<file path="src/rtl/fifo_ptr_status_if.sv">
// Pointer/status bundle between a Gray pointer counter and its status stage.
// Carries the local and remote pointers in, and the synchronised pointer and status flags out.
// No handshake: all signals are level signals sampled on the local clock.
interface fifo_ptr_status_if #(
    parameter int n = 4
);
    logic         inc;
    logic [n-1:0] local_ptr;
    logic [n-1:0] remote_ptr;
    logic [n-1:0] sync_ptr;
    logic         flag;
    logic         almost_flag;
    logic [n-1:0] level;
    logic         err;

    // Counter side: drives the pointers and the request, observes status.
    modport master (
        output inc, local_ptr, remote_ptr,
        input  sync_ptr, flag, almost_flag, level, err
    );

    // Status stage side.
    modport slave (
        input  inc, local_ptr, remote_ptr,
        output sync_ptr, flag, almost_flag, level, err
    );
endinterface

</file>
<file path="src/rtl/fifo_ptr_status.sv">
// Async FIFO pointer compare/status stage: remote-pointer synchroniser, full/empty, level, almost, sticky error.
// Latency: flag is combinational from registers; level/almost_flag 1 cycle after a pointer change; sync_ptr SYNC_STAGES edges.
// Backpressure: flag is the gate for the local counter; a request while flag is set only latches err.
module fifo_ptr_status #(
    parameter int    n           = 4,
    parameter string SIDE        = "WRITE",
    parameter int    SYNC_STAGES = 2,
    parameter int    THRESH      = 2**(n-1) - 2
) (
    input  logic              clk,
    input  logic              rst,
    fifo_ptr_status_if.slave  bus
);

    localparam bit           IS_WRITE = (SIDE == "WRITE");
    localparam logic [n-1:0] THRESH_V = THRESH[n-1:0];

    logic [n-1:0] sync_q [SYNC_STAGES];
    logic [n-1:0] sync_ptr;
    logic [n-1:0] local_bin;
    logic [n-1:0] sync_bin;
    logic [n-1:0] next_level;
    logic         next_almost;
    logic         flag;
    logic [n-1:0] level_q;
    logic         almost_q;
    logic         err_q;

    function automatic logic [n-1:0] gray2bin(input logic [n-1:0] g);
        logic [n-1:0] b;
        b[n-1] = g[n-1];
        for (int i = n - 2; i >= 0; i--) begin
            b[i] = b[i+1] ^ g[i];
        end
        return b;
    endfunction

    // Plain flop chain for the remote pointer; nothing may sit between stages.
    always_ff @(posedge clk or posedge rst) begin
        if (rst) begin
            for (int i = 0; i < SYNC_STAGES; i++) begin
                sync_q[i] <= '0;
            end
        end else begin
            sync_q[0] <= bus.remote_ptr;
            for (int i = 1; i < SYNC_STAGES; i++) begin
                sync_q[i] <= sync_q[i-1];
            end
        end
    end

    assign sync_ptr = sync_q[SYNC_STAGES-1];

    // Full/empty straight from the two pointer registers so the counter is gated on the same edge it advances.
    // Occupancy and almost threshold are derived here and registered below.
    always_comb begin
        local_bin   = gray2bin(bus.local_ptr);
        sync_bin    = gray2bin(sync_ptr);
        flag        = 1'b0;
        next_level  = '0;
        next_almost = 1'b0;
        if (IS_WRITE) begin
            // Full: same low bits, opposite wrap bit (top two bits inverted in Gray form).
            flag        = (bus.local_ptr == {~sync_ptr[n-1:n-2], sync_ptr[n-3:0]});
            next_level  = local_bin - sync_bin;
            next_almost = (next_level >= THRESH_V);
        end else begin
            flag        = (bus.local_ptr == sync_ptr);
            next_level  = sync_bin - local_bin;
            next_almost = (next_level <= THRESH_V);
        end
    end

    // Level and almost flag share one register stage so they always agree.
    always_ff @(posedge clk or posedge rst) begin
        if (rst) begin
            level_q  <= '0;
            almost_q <= !IS_WRITE;
        end else begin
            level_q  <= next_level;
            almost_q <= next_almost;
        end
    end

    // Sticky record of any request made while the counter was blocked.
    always_ff @(posedge clk or posedge rst) begin
        if (rst) begin
            err_q <= 1'b0;
        end else if (bus.inc && flag) begin
            err_q <= 1'b1;
        end
    end

    assign bus.sync_ptr    = sync_ptr;
    assign bus.flag        = flag;
    assign bus.almost_flag = almost_q;
    assign bus.level       = level_q;
    assign bus.err         = err_q;

endmodule

</file>
<file path="src/flat_wrapper.sv">
// flat-port wrapper written by rule: the top's interface ports become plain ports
module fifo_ptr_status_flat 
#(
    parameter int    n           = 4,
    parameter string SIDE        = "     ",
    parameter int    SYNC_STAGES = 2,
    parameter int    THRESH      = 2**(n-1) - 2
)
  (clk, rst, bus_inc, bus_local_ptr, bus_remote_ptr, bus_sync_ptr, bus_flag, bus_almost_flag, bus_level, bus_err);
  fifo_ptr_status_if #(.n(n)) bus_i ();
  input  logic clk;
  input  logic rst;
  input wire logic [$bits(bus_i.inc)-1:0] bus_inc;
  input wire logic [$bits(bus_i.local_ptr)-1:0] bus_local_ptr;
  input wire logic [$bits(bus_i.remote_ptr)-1:0] bus_remote_ptr;
  output wire logic [$bits(bus_i.sync_ptr)-1:0] bus_sync_ptr;
  output wire logic [$bits(bus_i.flag)-1:0] bus_flag;
  output wire logic [$bits(bus_i.almost_flag)-1:0] bus_almost_flag;
  output wire logic [$bits(bus_i.level)-1:0] bus_level;
  output wire logic [$bits(bus_i.err)-1:0] bus_err;
  assign bus_i.inc = bus_inc;
  assign bus_i.local_ptr = bus_local_ptr;
  assign bus_i.remote_ptr = bus_remote_ptr;
  assign bus_sync_ptr = bus_i.sync_ptr;
  assign bus_flag = bus_i.flag;
  assign bus_almost_flag = bus_i.almost_flag;
  assign bus_level = bus_i.level;
  assign bus_err = bus_i.err;
  fifo_ptr_status #(.n(n), .SIDE(SIDE), .SYNC_STAGES(SYNC_STAGES), .THRESH(THRESH)) u_core (.clk(clk), .rst(rst), .bus(bus_i));
endmodule
</file>
<file path="config.mk">
export PLATFORM = sky130hd
export DESIGN_NAME = fifo_ptr_status_flat
export DESIGN_NICKNAME = d
export VERILOG_FILES = /design/src/rtl/fifo_ptr_status_if.sv /design/src/rtl/fifo_ptr_status.sv /design/src/flat_wrapper.sv
export SDC_FILE = /design/constraint.sdc
export NUM_CORES = 1
export LEC_CHECK = 0
export CAP_MARGIN = 20
export CORE_MARGIN = 2
export CORE_UTILIZATION = 46
export DETAILED_ROUTE_END_ITERATION = 6
export MAX_ROUTING_LAYER = met4
export PLACE_DENSITY = 0.81
export SYNTH_ARGS = -nofsm -noshare
export SYNTH_HDL_FRONTEND = slang
export SYNTH_SLANG_ARGS = --single-unit
export TNS_END_PERCENT = 100
</file>
<file path="constraint.sdc">
create_clock -name clk -period 4.22 [get_ports clk]
set_input_delay 1.266 -clock clk [delete_from_list [all_inputs] [get_ports clk]]
set_output_delay 1.266 -clock clk [all_outputs]
set_load 0.05 [all_outputs]
</file>
==> out/metrics.cfg, run 1 <==
[floorplan]
num_rows=13
start_util=0.4967
die_x_um=41.72
ios=22
core_mm2=0.001318
die_y_um=41.72
die_area_mm2=0.001740

[detailed_routing]
antenna_left=0
drt-total-wl_um=1049
drt-vias-per-instance=5.036
drc=0
first_iter_violations=0
wl_per_cell_um=12.49
drtPass1Iterations=1
num_vias=423

[cells_and_area]
antenna_cells=0
final_cells=84
final_cell_area_um2=905.9
finalNetCount=84
post-route-util=0.6876
drive_gt1_frac=0.1449
area_delta_synth_final_pct=38.43

[clock_tree]
cts_resized=0
root_buffer=clkbuf_4
max-clock-path-buffers=2
cts_max_level=1
cts_made_buffers=3
ctsHoldBuffers=0
clk_latency_ns=0.28
clkSinkCount=14
post-cts-setup-buffers=0
cts_tree=yes
path_clk_slew_ns=0.09

[place]
dp_hpwl_um=820.9
post-place-ws_ns=0.3920
placed_area_um2=869.6
dp.cells=80
place.gp.congestion=0.7142
port-buffer-count=21

[timing]
period_needed_ns=3.832
rsz0062_at_grt=no
whs_ns=0.3502
finalSetupViolCount=0
setup-tns-final_ns=0
period_share=0.9080
skew_ns=0.002291
drv_slew=0
worstMarginPinSlew_ns=0.5098
fin_ws_ns=0.3883
hold_violations=0
max_freq_mhz=261.0
slew_headroom=0.6590

[power]
ir_worst_vdd_uv=447.6
p_per_area_mw_per_mm2=567.3
totalPowerFinal_mw=0.5139
leakagePower_nw=0.3969

[worst_setup_path]
critPathLaunchType=input port
critPathMaxFanout=6
cp.required_ns=2.95
arrival_ns=2.57
r2r_setup_slack_ns=2.01
cp-end-kind=primary output
critical_path_class=input port to primary output

[flow_run]
maxCapViolations=0

[synthesis]
synthesis.nets=62
synth_area_leader_cell=dfrtp_1
synthDistinctLibCells=18
syn_area_um2=654.4
netlist_top_cells_area=dfrtp_1 50%, xor2_1 9.4%, ha_1 5.7%, xnor2_1 5.4%, buf_4 4.6%
yosys_warnings=0
synth_xor_area_frac=0.2199
synth_seq_area_share=0.5373
muxShareOfSynthArea=0
synth_top_family_by_area=XOR/XNOR gates
synth_top_area_share=0.4971
synth_fa_ha_area_frac=0.07457
syn_area_per_cell_um2=13.63
ys_seq_elements=14
synth-simple-area-share=0.04398
synth_compound_area_frac=0.06119
synth_cells=48

[global_route]
grt_overflow_total=0
grt_util_all_layers=0.1359
grt_pass1_wl_um=1690
grt_max_degree=15
antenna_found_initial=0
grt_pass1_vias=406

[status]
status=finished, final reports clean

[min_path]
hp-class=register to register

sequential cells by signal, summed over array words and instances (netlist names):
register                flops
u_core.bus.almost_flag      1
u_core.bus.err              1
u_core.bus.level            4
u_core.bus.sync_ptr         4
u_core.sync_q               4
where the power goes:
| group | switching (mW) | total [mW] | internal [mW] |
|---|---|---|---|
| Sequential | 0.0108 | 0.176 | 0.165 |
| Combinational | 0.150 | 0.242 | 0.0915 |
| Clock | 0.0434 | 0.0959 | 0.0524 |
| Total | 0.205 | 0.514 | 0.309 |
synth_stat cells:
master	n
xor2_1	7
dfrtp_1	13
buf_4	4
ha_1	3
nor3_1	2
a221o_1	1
maj3_2	1
xnor2_1	4
xor3_1	1
nor2b_1	1
xnor3_2	1
a211oi_2	1
dfstp_2	1
nor4_1	1
a21o_1	1
a21oi_1	2
and2_0	1
inv_1	3
kinds of logic (layout without fill, tap and decap cells):
family,Yosys count,after routing
fa+ha+maj,4,4
xor+xnor,13,13
flops,14,14
buf+inv,7,28
compound gates,5,5
simple gates,5,5
per-layer routing:
layer / global-route usage / routed length (µm)
met1: 0.1441 / 426
met4: 0.05806 / 6
met3: 0.04783 / 81
met2: 0.2281 / 534
met5: - / 0
final cells by class:
class	instances	area [µm²]
fillers	97	411.6
flip-flops and latches	14	351.6
multi-input cells	27	267.8
repair buffers	21	220.2
clock buffers	4	36.28
well taps	15	18.77
inverters	3	11.26
placed cells by master (no fill, tap or decap), types with 2 or more instances in the layout:
| cell type | count |
|---|---|
| clkbuf_4 | 3 |
| xor2_1 | 7 |
| dfrtp_1 | 13 |
| xnor2_1 | 4 |
| nor3_1 | 2 |
| ha_1 | 3 |
| inv_1 | 3 |
| clkdlybuf4s50_1 | 20 |
| a21oi_1 | 2 |
worst max-delay path, stage by stage:
cell and delay, ns:
clkdlybuf4s50_1 0.55, xor2_1 0.45, nor4_2 0.12, buf_12 0.18
worst paths after layout:
check / startpoint / to / cells after the start
min in group asynchronous: rst / u_core.bus.sync_ptr[3] / 2
max: bus_local_ptr[3] / bus_flag / 4
max in group asynchronous: rst / u_core.bus.almost_flag / 2
min: u_core.sync_q[7] / u_core.bus.sync_ptr[3] / 0
min reg2reg: u_core.sync_q[7] / u_core.bus.sync_ptr[3] / 0
max reg2reg: u_core.bus.sync_ptr[2] / u_core.bus.almost_flag / 7
No activity file was read; power rests on OpenSTA's default activity.
==> run 2: changes to the inputs <==
- CTS_CLUSTER_DIAMETER: unset -> 100
==> results of run 2 <==
No change in the layout: final DEF, timing and power equal those of run 1.
==> run 3: changes to the inputs <==
- ABC_AREA: unset -> 1
- CORE_UTILIZATION: 46 -> 48
==> run 3 against run 2 <==
  * Die area is 8.1% higher
  * Critical endpoint unchanged
  * Count of clock-buffer cells in the layout stayed put
  * Worst setup slack got worse by 0.026 ns
  * First-iteration DRC count rose by 2
  * Critical path depth up 1
  * Cell area grew 9.4%
  * Clock power fell by 5.3%
  * Cell count is 39% higher
  * Total power down 14%
  * Non-clock buffer count stayed put
  * Wire length grew 27%
  * Highest routed layer unchanged
  * Via count is 27% higher
==> out/metrics.cfg, run 3 <==
[clock_tree]
max-clock-path-buffers=2  ; unchanged
path_clk_slew_ns=0.08  ; about the same
clk_latency_ns=0.27  ; about the same
cts_made_buffers=3  ; unchanged
cts_tree=yes
post-cts-setup-buffers=0  ; unchanged
cts_max_level=1  ; unchanged
clkSinkCount=14  ; unchanged
cts_resized=0  ; unchanged
root_buffer=clkbuf_4
ctsHoldBuffers=0  ; unchanged

[floorplan]
num_rows=14  ; +1
die_y_um=43.38  ; +4.0%
die_x_um=43.38  ; +4.0%
ios=22  ; unchanged
die_area_mm2=0.001882  ; +8.1%
core_mm2=0.001471  ; +12%
start_util=0.5060  ; +0.009276

[cells_and_area]
final_cell_area_um2=991.0  ; +9.4%
layout_common_cells=20 x clkdlybuf4s50_1, 17 x nand2_1, 13 x dfrtp_1
antenna_cells=0  ; unchanged
final_common_cell=clkdlybuf4s50_1
finalNetCount=116  ; +38%
area_delta_synth_final_pct=33.11
drive_gt1_frac=0.2277  ; +0.08280

[timing]
drv_slew=0  ; unchanged
period_needed_ns=3.857  ; +0.02559 ns
setup-tns-final_ns=0  ; unchanged
hold_violations=0  ; unchanged
finalSetupViolCount=0  ; unchanged
skew_ns=0.001107  ; -0.001184 ns
max_freq_mhz=259.2  ; -0.66%
slew_headroom=0.6570  ; -0.001991
worstMarginPinSlew_ns=0.5129  ; +0.003109 ns
rsz0062_at_grt=no
period_share=0.9141  ; +0.006065

[min_path]
worstHoldEndpoint=u_core.bus.sync_ptr[2]
hp-class=register to register
hold-path-cell-count=0  ; unchanged
worstHoldStart=u_core.sync_q[6]

[power]
leakagePower_nw=0.4972  ; +25%
ir_worst_vdd_uv=432.7  ; -3.3%
p_per_area_mw_per_mm2=445.4  ; -21%

[synthesis]
synth_common_cells=17 x nand2_1, 13 x dfrtp_1, 12 x inv_1, 5 x inv_2
synth_area_leader_cell=dfrtp_1
synth_edf_count=0  ; unchanged
syn_area_um2=744.5  ; +14%
synthArstFlopShare=1.000  ; unchanged
synth_cells=80  ; +67%
yosysMostFrequentCell=nand2_1
ys.flop_type=dfrtp_1
syn_area_per_cell_um2=9.306  ; -32%
synthesis.nets=94  ; +52%
ys_seq_elements=14  ; unchanged
synth_seq_area_share=0.4723  ; -0.06502
synth_top_area_share=0.4370  ; -0.06016
synthDistinctLibCells=19  ; +1
netlist_top_cells_area=dfrtp_1 44%, nand2_1 8.6%, inv_1 6.1%, nand3_2 5.4%, ha_1 5.0%
yosys_warnings=0  ; unchanged

[worst_setup_path]
critPathMaxFanout=3  ; -3
arrival_ns=2.59  ; +0.02 ns
cp-end-kind=primary output
r2r_setup_slack_ns=2.43  ; +0.42 ns
reg2reg_from=u_core.bus.sync_ptr[2]
critPathLaunchType=input port
cp.required_ns=2.95  ; about the same
regToRegEndpoint=u_core.bus.almost_flag
critical_path_class=input port to primary output
r2r_cells=14  ; +7

[place]
port-buffer-count=21  ; unchanged
place.gp.congestion=0.7038  ; -1.5%
dp_hpwl_um=1165  ; +42%
placed_area_um2=954.7  ; +9.8%

[global_route]
grt_pass1_wl_um=2387  ; +41%
antenna_found_initial=0  ; unchanged
grt_util_all_layers=0.1848  ; +0.04885
grt_overflow_total=0  ; unchanged
grt_max_degree=15  ; unchanged
grt_pass1_vias=583  ; +44%

[status]
status=finished, final reports clean

[detailed_routing]
first_iter_violations=2  ; +2
drt-total-wl_um=1337  ; +27%
drt-vias-per-instance=4.581  ; -9.0%
wl_per_cell_um=11.43  ; -8.5%
antenna_left=0  ; unchanged
drtPass1Iterations=2  ; +1
drc=0  ; unchanged
num_vias=536  ; +27%

[flow_run]
maxCapViolations=0  ; unchanged

run 3: cell types whose count changed after synthesis, moves of 4 or more:
cell	change
inv_2	+5
xor2_1	-4
nand3_2	+4
nand2_1	+17
inv_1	+9
run 3: per-stage QoR:
stage | total power [mW] | worst slack [ns] | utilization | hold slack [ns] | cells
CTS | 0.4489 | 0.3560 | 0.6735 | 0.3524 | 117
detailed placement | 0.3548 | 0.3659 | 0.6488 | 0.3347 | 113
global route | 0.4713 | 0.2740 | 0.6735 | 0.3592 | 117
floorplan | 0.2942 | 0.5187 | - | 0.3312 | 80
global placement | 0.3511 | 0.4341 | 0.6488 | 0.3331 | 113
finish | 0.4414 | 0.3627 | 0.6735 | 0.3514 | 117
run 3: cells by family after synthesis:
| group | count (synthesis) | share of synthesized area |
|---|---|---|
| and+or+nand+nor | 35 | 0.2706 |
| buffers and inverters | 21 | 0.1261 |
| DFF | 14 | 0.4723 |
| xor gates and xnor gates | 6 | 0.07060 |
| adders and majority gates | 3 | 0.05043 |
| AOI/OAI and AO/OA | 1 | 0.01009 |
run 3: worst max path at each step:
| stage | startpoint | to | depth (start not counted) |
|---|---|---|---|
| 2_1_floorplan | bus_local_ptr[3] | bus_flag | 2 |
| 3_3_place_gp | bus_local_ptr[1] | bus_flag | 5 |
| 3_5_place_dp | bus_local_ptr[1] | bus_flag | 5 |
| 4_1_cts | bus_local_ptr[1] | bus_flag | 5 |
| 5_1_grt | bus_local_ptr[1] | bus_flag | 5 |
| 6_report | bus_local_ptr[1] | bus_flag | 5 |
run 3: layout make-up:
cell class                      instances  area, µm²
Fill cell                             130      480.5
Sequential cell                        14      351.6
Multi-Input combinational cell         45      299.0
Timing Repair Buffer                   21      220.2
Inverter                               17      63.81
Clock buffer                            4      36.28
Tap cell                               16      20.02
run 3: worst max-delay path, cell delays in order:
cell and delay, ns:
clkdlybuf4s50_1 0.54, xnor2_1 0.14, inv_1 0.07, nor4_2 0.39, buf_12 0.19
run 3: power breakdown:
| part | total (mW) | internal, mW | switching (mW) |
|---|---|---|---|
| Clock | 0.0908 | 0.0524 | 0.0384 |
| Combinational | 0.185 | 0.0658 | 0.119 |
| Sequential | 0.166 | 0.156 | 0.00921 |
| Total | 0.441 | 0.275 | 0.167 |
run 3: layer usage:
layer  GRT usage  vias to the layer above  wire length, µm
met5           -                        -                0
met4      0.1091                        0               12
met3     0.02500                        2               55
met2      0.3134                       13              748
met1      0.2060                      243              521
li1            -                      278                -
